### config.mk
export PLATFORM = sky130hd
export DESIGN_NAME = adc_capture_core_flat
export DESIGN_NICKNAME = d
export VERILOG_FILES = /design/src/rtl/adc_capture_if.sv /design/src/rtl/adc_capture_core.sv /design/src/flat_wrapper.sv
export SDC_FILE = /design/constraint.sdc
export NUM_CORES = 2
export LEC_CHECK = 0
export BUFFER_PORTS_ARGS = -buffer_cell sky130_fd_sc_hd__buf_2
export CAP_MARGIN = 20
export CORE_ASPECT_RATIO = 0.75
export CORE_UTILIZATION = 50
export DETAILED_ROUTE_END_ITERATION = 16
export PLACE_DENSITY_LB_ADDON = 0.08
export SYNTH_ARGS = -nofsm -noshare
export SYNTH_HDL_FRONTEND = slang
export SYNTH_MEMORY_MAX_BITS = 65536
export SYNTH_SLANG_ARGS = --single-unit
### constraint.sdc
create_clock -name clk -period 21.8 [get_ports clk]
set_input_delay 6.54 -clock clk [delete_from_list [all_inputs] [get_ports clk]]
set_output_delay 6.54 -clock clk [all_outputs]
set_load 0.1 [all_outputs]
### src/rtl/adc_capture_if.sv
// adc_capture_if: ADC sample, register and streaming-output bus of adc_capture_core
interface adc_capture_if #(parameter int DATA_W = 18);
  logic [DATA_W-1:0] adc_din;
  logic adc_din_valid;
  logic reg_wr_en;
  logic [3:0] reg_addr;
  logic [15:0] reg_wdata;
  logic [15:0] reg_rdata;
  logic [DATA_W-1:0] adc_data;
  logic adc_data_valid;
  logic busy;
  logic done;
  modport master (
    output adc_din, adc_din_valid, reg_wr_en, reg_addr, reg_wdata,
    input reg_rdata, adc_data, adc_data_valid, busy, done
  );
  modport slave (
    input adc_din, adc_din_valid, reg_wr_en, reg_addr, reg_wdata,
    output reg_rdata, adc_data, adc_data_valid, busy, done
  );
endinterface

### src/rtl/adc_capture_core.sv
// adc_capture_core: burst capture of ADC/ramp samples then packetised streaming; PKT_HEADER_EN adds a header word per packet
module adc_capture_core #(
  parameter int DATA_W = 18,
  parameter int DEPTH = 256,
  localparam int AW = $clog2(DEPTH)
) (
  input logic clk,
  input logic rst,
  adc_capture_if.slave bus
);
  typedef enum logic [2:0] {IDLE, CAPTURE, PREAMBLE, SEND, GAP, DONE} state_t;
  localparam logic [AW:0] FULL = (AW+1)'(DEPTH);
  state_t r_state, w_next;
  logic [2:0] r_ctrl, w_ctrl_nx;
  logic [7:0] r_gap, r_idle, r_pkt, r_s_gap, r_s_idle, r_s_pkt;
  logic [AW:0] r_cap, r_s_len, r_wr, r_rd;
  logic r_s_self, r_done, r_valid;
  logic [7:0] r_pcnt, r_cnt, r_pkts;
  logic [DATA_W-1:0] r_data, w_wdata, w_hdr_word;
  logic [DATA_W-1:0] r_mem [DEPTH];
  logic w_wr_ctrl, w_start, w_abort, w_store, w_cap_last, w_hdr, w_send, w_last, w_pend;
  assign w_wr_ctrl = bus.reg_wr_en && bus.reg_addr == 4'h0;
  assign w_ctrl_nx = w_wr_ctrl ? bus.reg_wdata[2:0] : r_ctrl;
  assign w_abort = !w_ctrl_nx[1];
  assign w_start = w_wr_ctrl && bus.reg_wdata[3] && w_ctrl_nx[1] && w_ctrl_nx[0] && r_state == IDLE;
  assign w_store = r_state == CAPTURE && (r_s_self || bus.adc_din_valid);
  assign w_cap_last = w_store && r_wr + 1'b1 == r_s_len;
  assign w_send = r_state == SEND && !w_hdr;
  assign w_last = w_send && r_rd + 1'b1 == r_s_len;
  assign w_pend = w_send && (w_last || r_pcnt + 8'd1 == r_s_pkt);
  assign w_wdata = r_s_self ? DATA_W'(r_wr) : bus.adc_din;
`ifdef PKT_HEADER_EN
  logic r_hdr;
  logic [AW:0] w_rem;
  logic [7:0] w_plen;
  assign w_hdr = r_hdr;
  assign w_rem = r_s_len - r_rd;
  assign w_plen = 8'(w_rem < (AW+1)'(r_s_pkt) ? w_rem : (AW+1)'(r_s_pkt));
  assign w_hdr_word = DATA_W'({2'b10, r_pkts, w_plen});
  always_ff @(posedge clk) begin
    if (rst || w_abort) r_hdr <= 1'b0;
    else if (r_state == IDLE) r_hdr <= w_start;
    else if (r_ctrl[0]) r_hdr <= w_pend ? 1'b1 : (r_state == SEND ? 1'b0 : r_hdr);
  end
`else
  assign w_hdr = 1'b0;
  assign w_hdr_word = '0;
`endif
  always_comb begin
    w_next = r_state;
    case (r_state)
      IDLE: w_next = w_start ? CAPTURE : IDLE;
      CAPTURE: if (w_cap_last) w_next = r_s_idle == 8'd0 ? SEND : PREAMBLE;
      PREAMBLE: if (r_cnt + 8'd1 == r_s_idle) w_next = SEND;
      SEND: if (w_pend) w_next = w_last ? DONE : (r_s_gap == 8'd0 ? SEND : GAP);
      GAP: if (r_cnt + 8'd1 == r_s_gap) w_next = SEND;
      default: w_next = IDLE;
    endcase
    if (w_abort) w_next = IDLE;
    else if (!r_ctrl[0] && r_state != IDLE) w_next = r_state;
  end
  always_ff @(posedge clk) r_state <= rst ? IDLE : w_next;
  always_ff @(posedge clk) begin
    if (rst) begin
      r_ctrl <= '0;
      r_gap <= 8'd8;
      r_idle <= 8'd15;
      r_pkt <= 8'd16;
      r_cap <= FULL;
    end else if (bus.reg_wr_en) begin
      case (bus.reg_addr)
        4'h0: r_ctrl <= bus.reg_wdata[2:0];
        4'h1: r_gap <= bus.reg_wdata[7:0];
        4'h2: r_idle <= bus.reg_wdata[7:0];
        4'h3: r_pkt <= bus.reg_wdata[7:0];
        4'h4: r_cap <= bus.reg_wdata[AW:0];
        default: ;
      endcase
    end
  end
  always_ff @(posedge clk) if (r_ctrl[0] && !w_abort && w_store) r_mem[r_wr[AW-1:0]] <= w_wdata;
  always_ff @(posedge clk) begin
    if (rst) begin
      {r_s_gap, r_s_idle, r_s_pkt, r_s_len, r_s_self} <= '0;
      {r_wr, r_rd, r_pcnt, r_cnt, r_pkts} <= '0;
      r_done <= 1'b0;
      r_valid <= 1'b0;
      r_data <= '0;
    end else if (w_abort || r_state == IDLE) begin
      r_valid <= 1'b0;
      r_data <= '0;
      if (w_start) begin
        r_s_gap <= r_gap;
        r_s_idle <= r_idle;
        r_s_pkt <= r_pkt == 8'd0 ? 8'd1 : r_pkt;
        r_s_len <= (r_cap == '0 || r_cap > FULL) ? FULL : r_cap;
        r_s_self <= bus.reg_wdata[2];
        {r_wr, r_rd, r_pcnt, r_cnt, r_pkts} <= '0;
        r_done <= 1'b0;
      end
    end else if (r_ctrl[0]) begin
      r_cnt <= r_state != w_next ? 8'd0 : r_cnt + 8'd1;
      if (w_store) r_wr <= r_wr + 1'b1;
      if (w_send) r_rd <= r_rd + 1'b1;
      if (w_send) r_pcnt <= w_pend ? 8'd0 : r_pcnt + 8'd1;
      if (w_pend) r_pkts <= r_pkts + 8'd1;
      if (r_state == DONE) r_done <= 1'b1;
      r_valid <= r_state == SEND;
      r_data <= w_hdr ? w_hdr_word : (w_send ? r_mem[r_rd[AW-1:0]] : '0);
    end
  end
  assign bus.busy = r_state != IDLE;
  assign bus.done = r_done;
  assign bus.adc_data_valid = r_valid && r_ctrl[0];
  assign bus.adc_data = bus.adc_data_valid ? r_data : '0;
  always_comb begin
    bus.reg_rdata = 16'h0;
    case (bus.reg_addr)
      4'h0: bus.reg_rdata = {13'h0, r_ctrl};
      4'h1: bus.reg_rdata = {8'h0, r_gap};
      4'h2: bus.reg_rdata = {8'h0, r_idle};
      4'h3: bus.reg_rdata = {8'h0, r_pkt};
      4'h4: bus.reg_rdata = 16'(r_cap);
      4'h5: bus.reg_rdata = {r_pkts, 5'h0, r_ctrl[0], r_done, r_state != IDLE};
      default: ;
    endcase
  end
endmodule

### src/flat_wrapper.sv
// flat-port wrapper written by rule: the top's interface ports become plain ports
module adc_capture_core_flat 
#(
  parameter int DATA_W = 18,
  parameter int DEPTH = 256,
  localparam int AW = $clog2(DEPTH)
)
  (clk, rst, bus_adc_din, bus_adc_din_valid, bus_reg_wr_en, bus_reg_addr, bus_reg_wdata, bus_reg_rdata, bus_adc_data, bus_adc_data_valid, bus_busy, bus_done);
  adc_capture_if #(.DATA_W(DATA_W)) bus_i ();
  input logic clk;
  input logic rst;
  input wire logic [$bits(bus_i.adc_din)-1:0] bus_adc_din;
  input wire logic [$bits(bus_i.adc_din_valid)-1:0] bus_adc_din_valid;
  input wire logic [$bits(bus_i.reg_wr_en)-1:0] bus_reg_wr_en;
  input wire logic [$bits(bus_i.reg_addr)-1:0] bus_reg_addr;
  input wire logic [$bits(bus_i.reg_wdata)-1:0] bus_reg_wdata;
  output wire logic [$bits(bus_i.reg_rdata)-1:0] bus_reg_rdata;
  output wire logic [$bits(bus_i.adc_data)-1:0] bus_adc_data;
  output wire logic [$bits(bus_i.adc_data_valid)-1:0] bus_adc_data_valid;
  output wire logic [$bits(bus_i.busy)-1:0] bus_busy;
  output wire logic [$bits(bus_i.done)-1:0] bus_done;
  assign bus_i.adc_din = bus_adc_din;
  assign bus_i.adc_din_valid = bus_adc_din_valid;
  assign bus_i.reg_wr_en = bus_reg_wr_en;
  assign bus_i.reg_addr = bus_reg_addr;
  assign bus_i.reg_wdata = bus_reg_wdata;
  assign bus_reg_rdata = bus_i.reg_rdata;
  assign bus_adc_data = bus_i.adc_data;
  assign bus_adc_data_valid = bus_i.adc_data_valid;
  assign bus_busy = bus_i.busy;
  assign bus_done = bus_i.done;
  adc_capture_core #(.DATA_W(DATA_W), .DEPTH(DEPTH)) u_core (.clk(clk), .rst(rst), .bus(bus_i));
endmodule
Yosys cells after proc, flatten, opt, wreduce, memory -nomap -nowiden
Memories as Yosys holds them, arrays and structs flattened. A register that Yosys moved wholly into a read port is not among the register bits.
Cells that the tools add are included.
- input bits: 42
- logic and storage cells: 130
- output and inout bits: 37
- register bits after elaboration: 135
- memories kept: 1
- memory bits (writable): 4608
- $lt $le $gt $ge: 1
- mux-type cells: 44
- reduce and logical (&&, ||, !) cells: 43
- add/subtract/negate cells: 5
- equality and inequality tests: 17
- memory list (memory ; words ; bits a word ; rd ports ; clocked after Yosys merged registers in ; wr ports ; line ; text):
    u_core.r_mem ; 256 ; 18 ; 1 ; 1 ; 1 ; adc_capture_core.sv:20 ; logic [DATA_W-1:0] r_mem [DEPTH];
- operators by type and width (kind ; number):
    $mux 8 ; 14
    $pmux 16 s6 ; 1
    $mux 9 ; 8
    $mux 18 ; 3
    $add 8x1->8 const B ; 3
    $eq 8x8->1 ; 3
    $logic_not 8->1 ; 3
    $mux 3 ; 8
    $add 9x1->9 const B ; 2
    $eq 9x9->1 ; 2
    $pmux 3 s5 ; 1
    $reduce_and 2->1 ; 7
    $logic_and 1x1->1 ; 13
    $reduce_and 3->1 ; 4
    $reduce_bool 2->1 ; 5
    $gt 9x9->1 const B ; 1
    $logic_not 9->1 ; 1
    $eq 4x2->1 const B ; 2
    $eq 4x3->1 const B ; 2
    $mux 1 ; 8
    $eq 3x2->1 const B ; 2
    $eq 3x3->1 const B ; 2
    $eq 4x1->1 const B ; 1
    $logic_not 4->1 ; 1
    other kinds (9) ; 13

Depth between registers and ports, before layout
- depth after elaboration: 14
- mapped depth: 13
- gate-level depth less buffers: 10

Worst setup path after synthesis
No wires, ideal clock.
- path type: in2out
- start: input port bus_reg_addr[0]
- end: output port bus_reg_rdata[1]
- path buffers: 2
- stages: 4
- required time: 15.260 ns
- arrival: 9.497 ns
- path slack: 5.763 ns
- path through: clkbuf_1 > clkbuf_1 > a31oi_1 > o32ai_1
- cells in the longest elaborated chain, start to end: 2
- elaborated cells between the ends (all ways): 7
- classes of those cells: 5 x eq/ne; 1 x mux; 1 x reduce/logical
- ends and longest elaborated chain (item ; line ; text):
    start, declared ; flat_wrapper.sv:15 ; input wire logic [$bits(bus_i.reg_addr)-1:0] bus_reg_addr;
    $eq 4x3->1, or another cell as far along ; adc_capture_core.sv:118 ; case (bus.reg_addr)
    $pmux 16 s6 * ; adc_capture_core.sv:118 ;
    end, declared ; flat_wrapper.sv:17 ; output wire logic [$bits(bus_i.reg_rdata)-1:0] bus_reg_rdata;
Every way passes the cells marked *; elsewhere a longest branch is shown, timed or not.

Worst setup path after layout
- start: input port bus_reg_addr[0]
- end: output port bus_reg_rdata[8]
The elaborated chain is that of the path after synthesis.

==> results.py <==
metrics = {
    "status": {
        "status": "finished, final reports clean",
    },
    "worst_setup_path": {
        "crit_type": "in -> out",
        "critPathSlowestCell": "nor2b_1",
        "path_buf_inv": 2,
        "crit_cells": 5,
        "start_kind": "input pin",
        "rr_worst_depth": 12,
        "cp_common_cell": "buf_2",
        "cpPeakStageDelay_ns": 0.49,
        "critPathArrivalTime_ns": 8.42,
        "required_ns": 15.26,
        "critPathMaxFanout": 17,
        "crit_path_end_kind": "primary output",
        "critical-path-top-delay-family": "simple AND/OR/NAND/NOR gates",
        "worstPathCellList": "buf_2, nor2b_1, and3b_1, a22o_1, buf_2",
    },
    "clock_tree": {
        "cts_root_buffer": "clkbuf_16",
        "clockBufferDepth": 4,
        "clk_latency_ns": 1.02,
        "cts_tree": "yes",
        "cts-buffers-inserted": 453,
        "ctsHtreeMaxLevel": 5,
        "cts_setup_buffers": 0,
        "cts_sinks": 4751,
        "clk_pin_slew_ns": 0.06,
        "hold_buffers": 0,
        "ctsResizeCount": 0,
    },
    "timing": {
        "grt_setup_unrepaired": "no",
        "setup_viol": 0,
        "slew_violations": 0,
        "finalCriticalPeriod_ns": 14.96,
        "hold_slack_ns": 0.4640,
        "fmax_mhz": 66.84,
        "hold_viol_final": 0,
        "fin_worst_skew_ns": 0.02952,
        "fin_crit_sh": 0.6863,
        "relSlewSlack": 0.05613,
        "tightestPinTransition_ns": 1.416,
        "setup_tns_ns": 0,
    },
    "routing": {
        "drtPass1Iterations": 6,
        "vias_per_cell": 6.268,
        "wl_met2_um": 217100,
        "wl_met3_um": 42600,
        "top_layer": "met5",
        "wl_met1_um": 213200,
        "wl_um": 482000,
        "antenna_left": 0,
        "dr.first_iter.drc_count": 11651,
        "routedWlPerCell_um": 32.67,
        "via_count": 92472,
        "drcViolationCount": 0,
    },
    "hold_path": {
        "hold_path_class": "reg -> reg",
        "holdPathStages": 1,
    },
    "placement": {
        "dp_hpwl_um": 286700,
        "io_buffers": 71,
        "routabilityCongestion": 0.8318,
    },
    "synth": {
        "ys_async_sr_fraction": 0,
        "synth-main-ff-cell": "edfxtp_1",
        "syn_area_mm2": 0.1826,
        "yosysWarningCount": 0,
        "syn-num-nets": 9189,
        "avgSynthCellArea_um2": 19.98,
        "yosys_register_bits": 4751,
        "synth_cell_types": 67,
        "synth_edf_count": 4608,
        "syn_inst": 9138,
        "yosysSeqAreaShare": 0.7737,
    },
    "cells_and_area": {
        "final_common_cell": "edfxtp_1",
        "nFillCells": 26807,
        "fin_nets": 9594,
        "most-common-layout-cells": "edfxtp_1, mux4_2, a22oi_1, mux2i_1, clkbuf_16",
        "syn2layout_area_growth_pct": 13.08,
        "drive_gt1_frac": 0.2240,
    },
    "die": {
        "die_area_mm2": 0.3676,
        "coreArea_mm2": 0.3621,
        "ios": 79,
        "die_w_um": 699.7,
        "start_util": 0.5042,
        "die_h_um": 525.3,
        "rows": 191,
    },
    "grt": {
        "antenna_found_initial": 20,
        "overflow": 0,
        "grt_max_degree": 200,
        "grt_usage": 0.2592,
        "grt_pass1_vias": 90536,
        "grt_pass1_wl_um": 682100,
    },
    "pwr": {
        "leakage_uw": 0.06180,
        "power-per-cell-area_mw_per_mm2": 86.70,
        "peakVddDrop_mv": 0.06711,
    },
    "run": {
        "max-cap-violations": 0,
    },
}
-- area by class of cell --
type	instances	area, um2	area share
Sequential cell	4751	141200	0.6842
Tap cell	4825	6037	0.02924
Multi-Input combinational cell	3811	39950	0.1935
Clock inverter	270	2375	0.01150
Clock buffer	560	11960	0.05794
Antenna cell	11	27.53	0.0001333
Inverter	17	63.81	0.0003091
Timing Repair Buffer	509	4777	0.02314
-- cells by family (layout without fill, tap and decap cells) --
family,after synthesis,count (layout),synth area share
buffers and inverters,576,1356,0.01199
AOI/OAI and AO/OA,1150,1150,0.04244
adders and majority gates,9,9,0.0006169
other,0,11,0
and+or+nand+nor,1115,1115,0.02804
muxes,1480,1480,0.1404
DFF,4751,4751,0.7737
xor gates and xnor gates,57,57,0.002817
-- path summary, 6_finish.rpt --
check	start	endpoint	slack, ns
setup reg to reg	flip-flop	u_core.r_data[16]	14.15
hold reg to reg	u_core.r_data[7]	u_core.r_data[7]	0.46
setup / recovery	bus_reg_addr[0]	bus_reg_rdata[8]	6.84
hold / removal	u_core.r_data[7]	u_core.r_data[7]	0.46
-- registers in the layout (all words and copies together), names as in the netlist, named ones only --
register and flops:
u_core.r_gap 8, u_core.r_s_gap 8, u_core.r_s_self 1, u_core.r_s_len 9, u_core.r_mem 4608, u_core.r_pkt 8
u_core.r_state 3, u_core.r_s_pkt 8, u_core.r_cap 9, u_core.r_s_idle 8, u_core.r_idle 8, u_core.r_pkts 8
u_core.r_ctrl 3, u_core.bus.done 1, u_core.r_cnt 8, u_core.r_wr 9, u_core.r_data 18, u_core.r_valid 1
u_core.r_pcnt 8, u_core.r_rd 9
-- routing by layer --
| metal | up-vias | global-route usage |
|---|---|---|
| met1 | 49452 | 0.4044 |
| met3 | 509 | 0.05000 |
| li1 | 38660 | - |
| met5 | - | 0 |
| met4 | 6 | 0.05152 |
| met2 | 3845 | 0.3846 |
-- synth_stat cells, types with 9 or more instances --
cell         n  area share
nor2_1     339      0.0070
buf_2       21     0.00058
and2_1      16     0.00055
dfxtp_1    143       0.016
xnor2_1     40      0.0019
inv_1       16     0.00033
nor2b_1     29     0.00099
a22oi_1    623       0.026
nor4_1      47      0.0016
ha_1         9     0.00062
clkbuf_1   403      0.0083
nand3_1    204      0.0056
and3_1      30      0.0010
mux2_2      12     0.00074
nand4_1     51      0.0017
a21oi_1    374       0.010
a41oi_1     39      0.0019
xor2_1      16     0.00077
a31oi_1     17     0.00058
a211o_1     21      0.0010
o21ai_0     24     0.00066
nand3b_1     9     0.00037
nand2_1    318      0.0065
buf_1      135      0.0028
mux2i_1    604       0.033
edfxtp_1  4608        0.76
mux4_2     864        0.11
nor3_1      27     0.00074
-- per-stage QoR --
step / setup WS [ns] / total power, uW / instance area [um2] / cells / utilization
final: 6.838 / 17900 / 206400 / 14754 / 0.5702
after global routing: 6.753 / 18360 / 206400 / 14745 / 0.5701
after CTS: 6.654 / 18010 / 205400 / 14681 / 0.5674
after detailed placement: 6.638 / 10400 / 191100 / 13851 / 0.5278
after global placement: 6.659 / 10390 / 190400 / 13819 / 0.5259
after floorplan: 5.763 / 10310 / 182600 / 9138 / -
-- power breakdown --
part / internal, uW / switching (uW)
logic: 17.1 / 181
clock network: 4300 / 3390
registers: 10000 / 1.50
total: 14300 / 3570
Power figures use the tool's default switching activity.
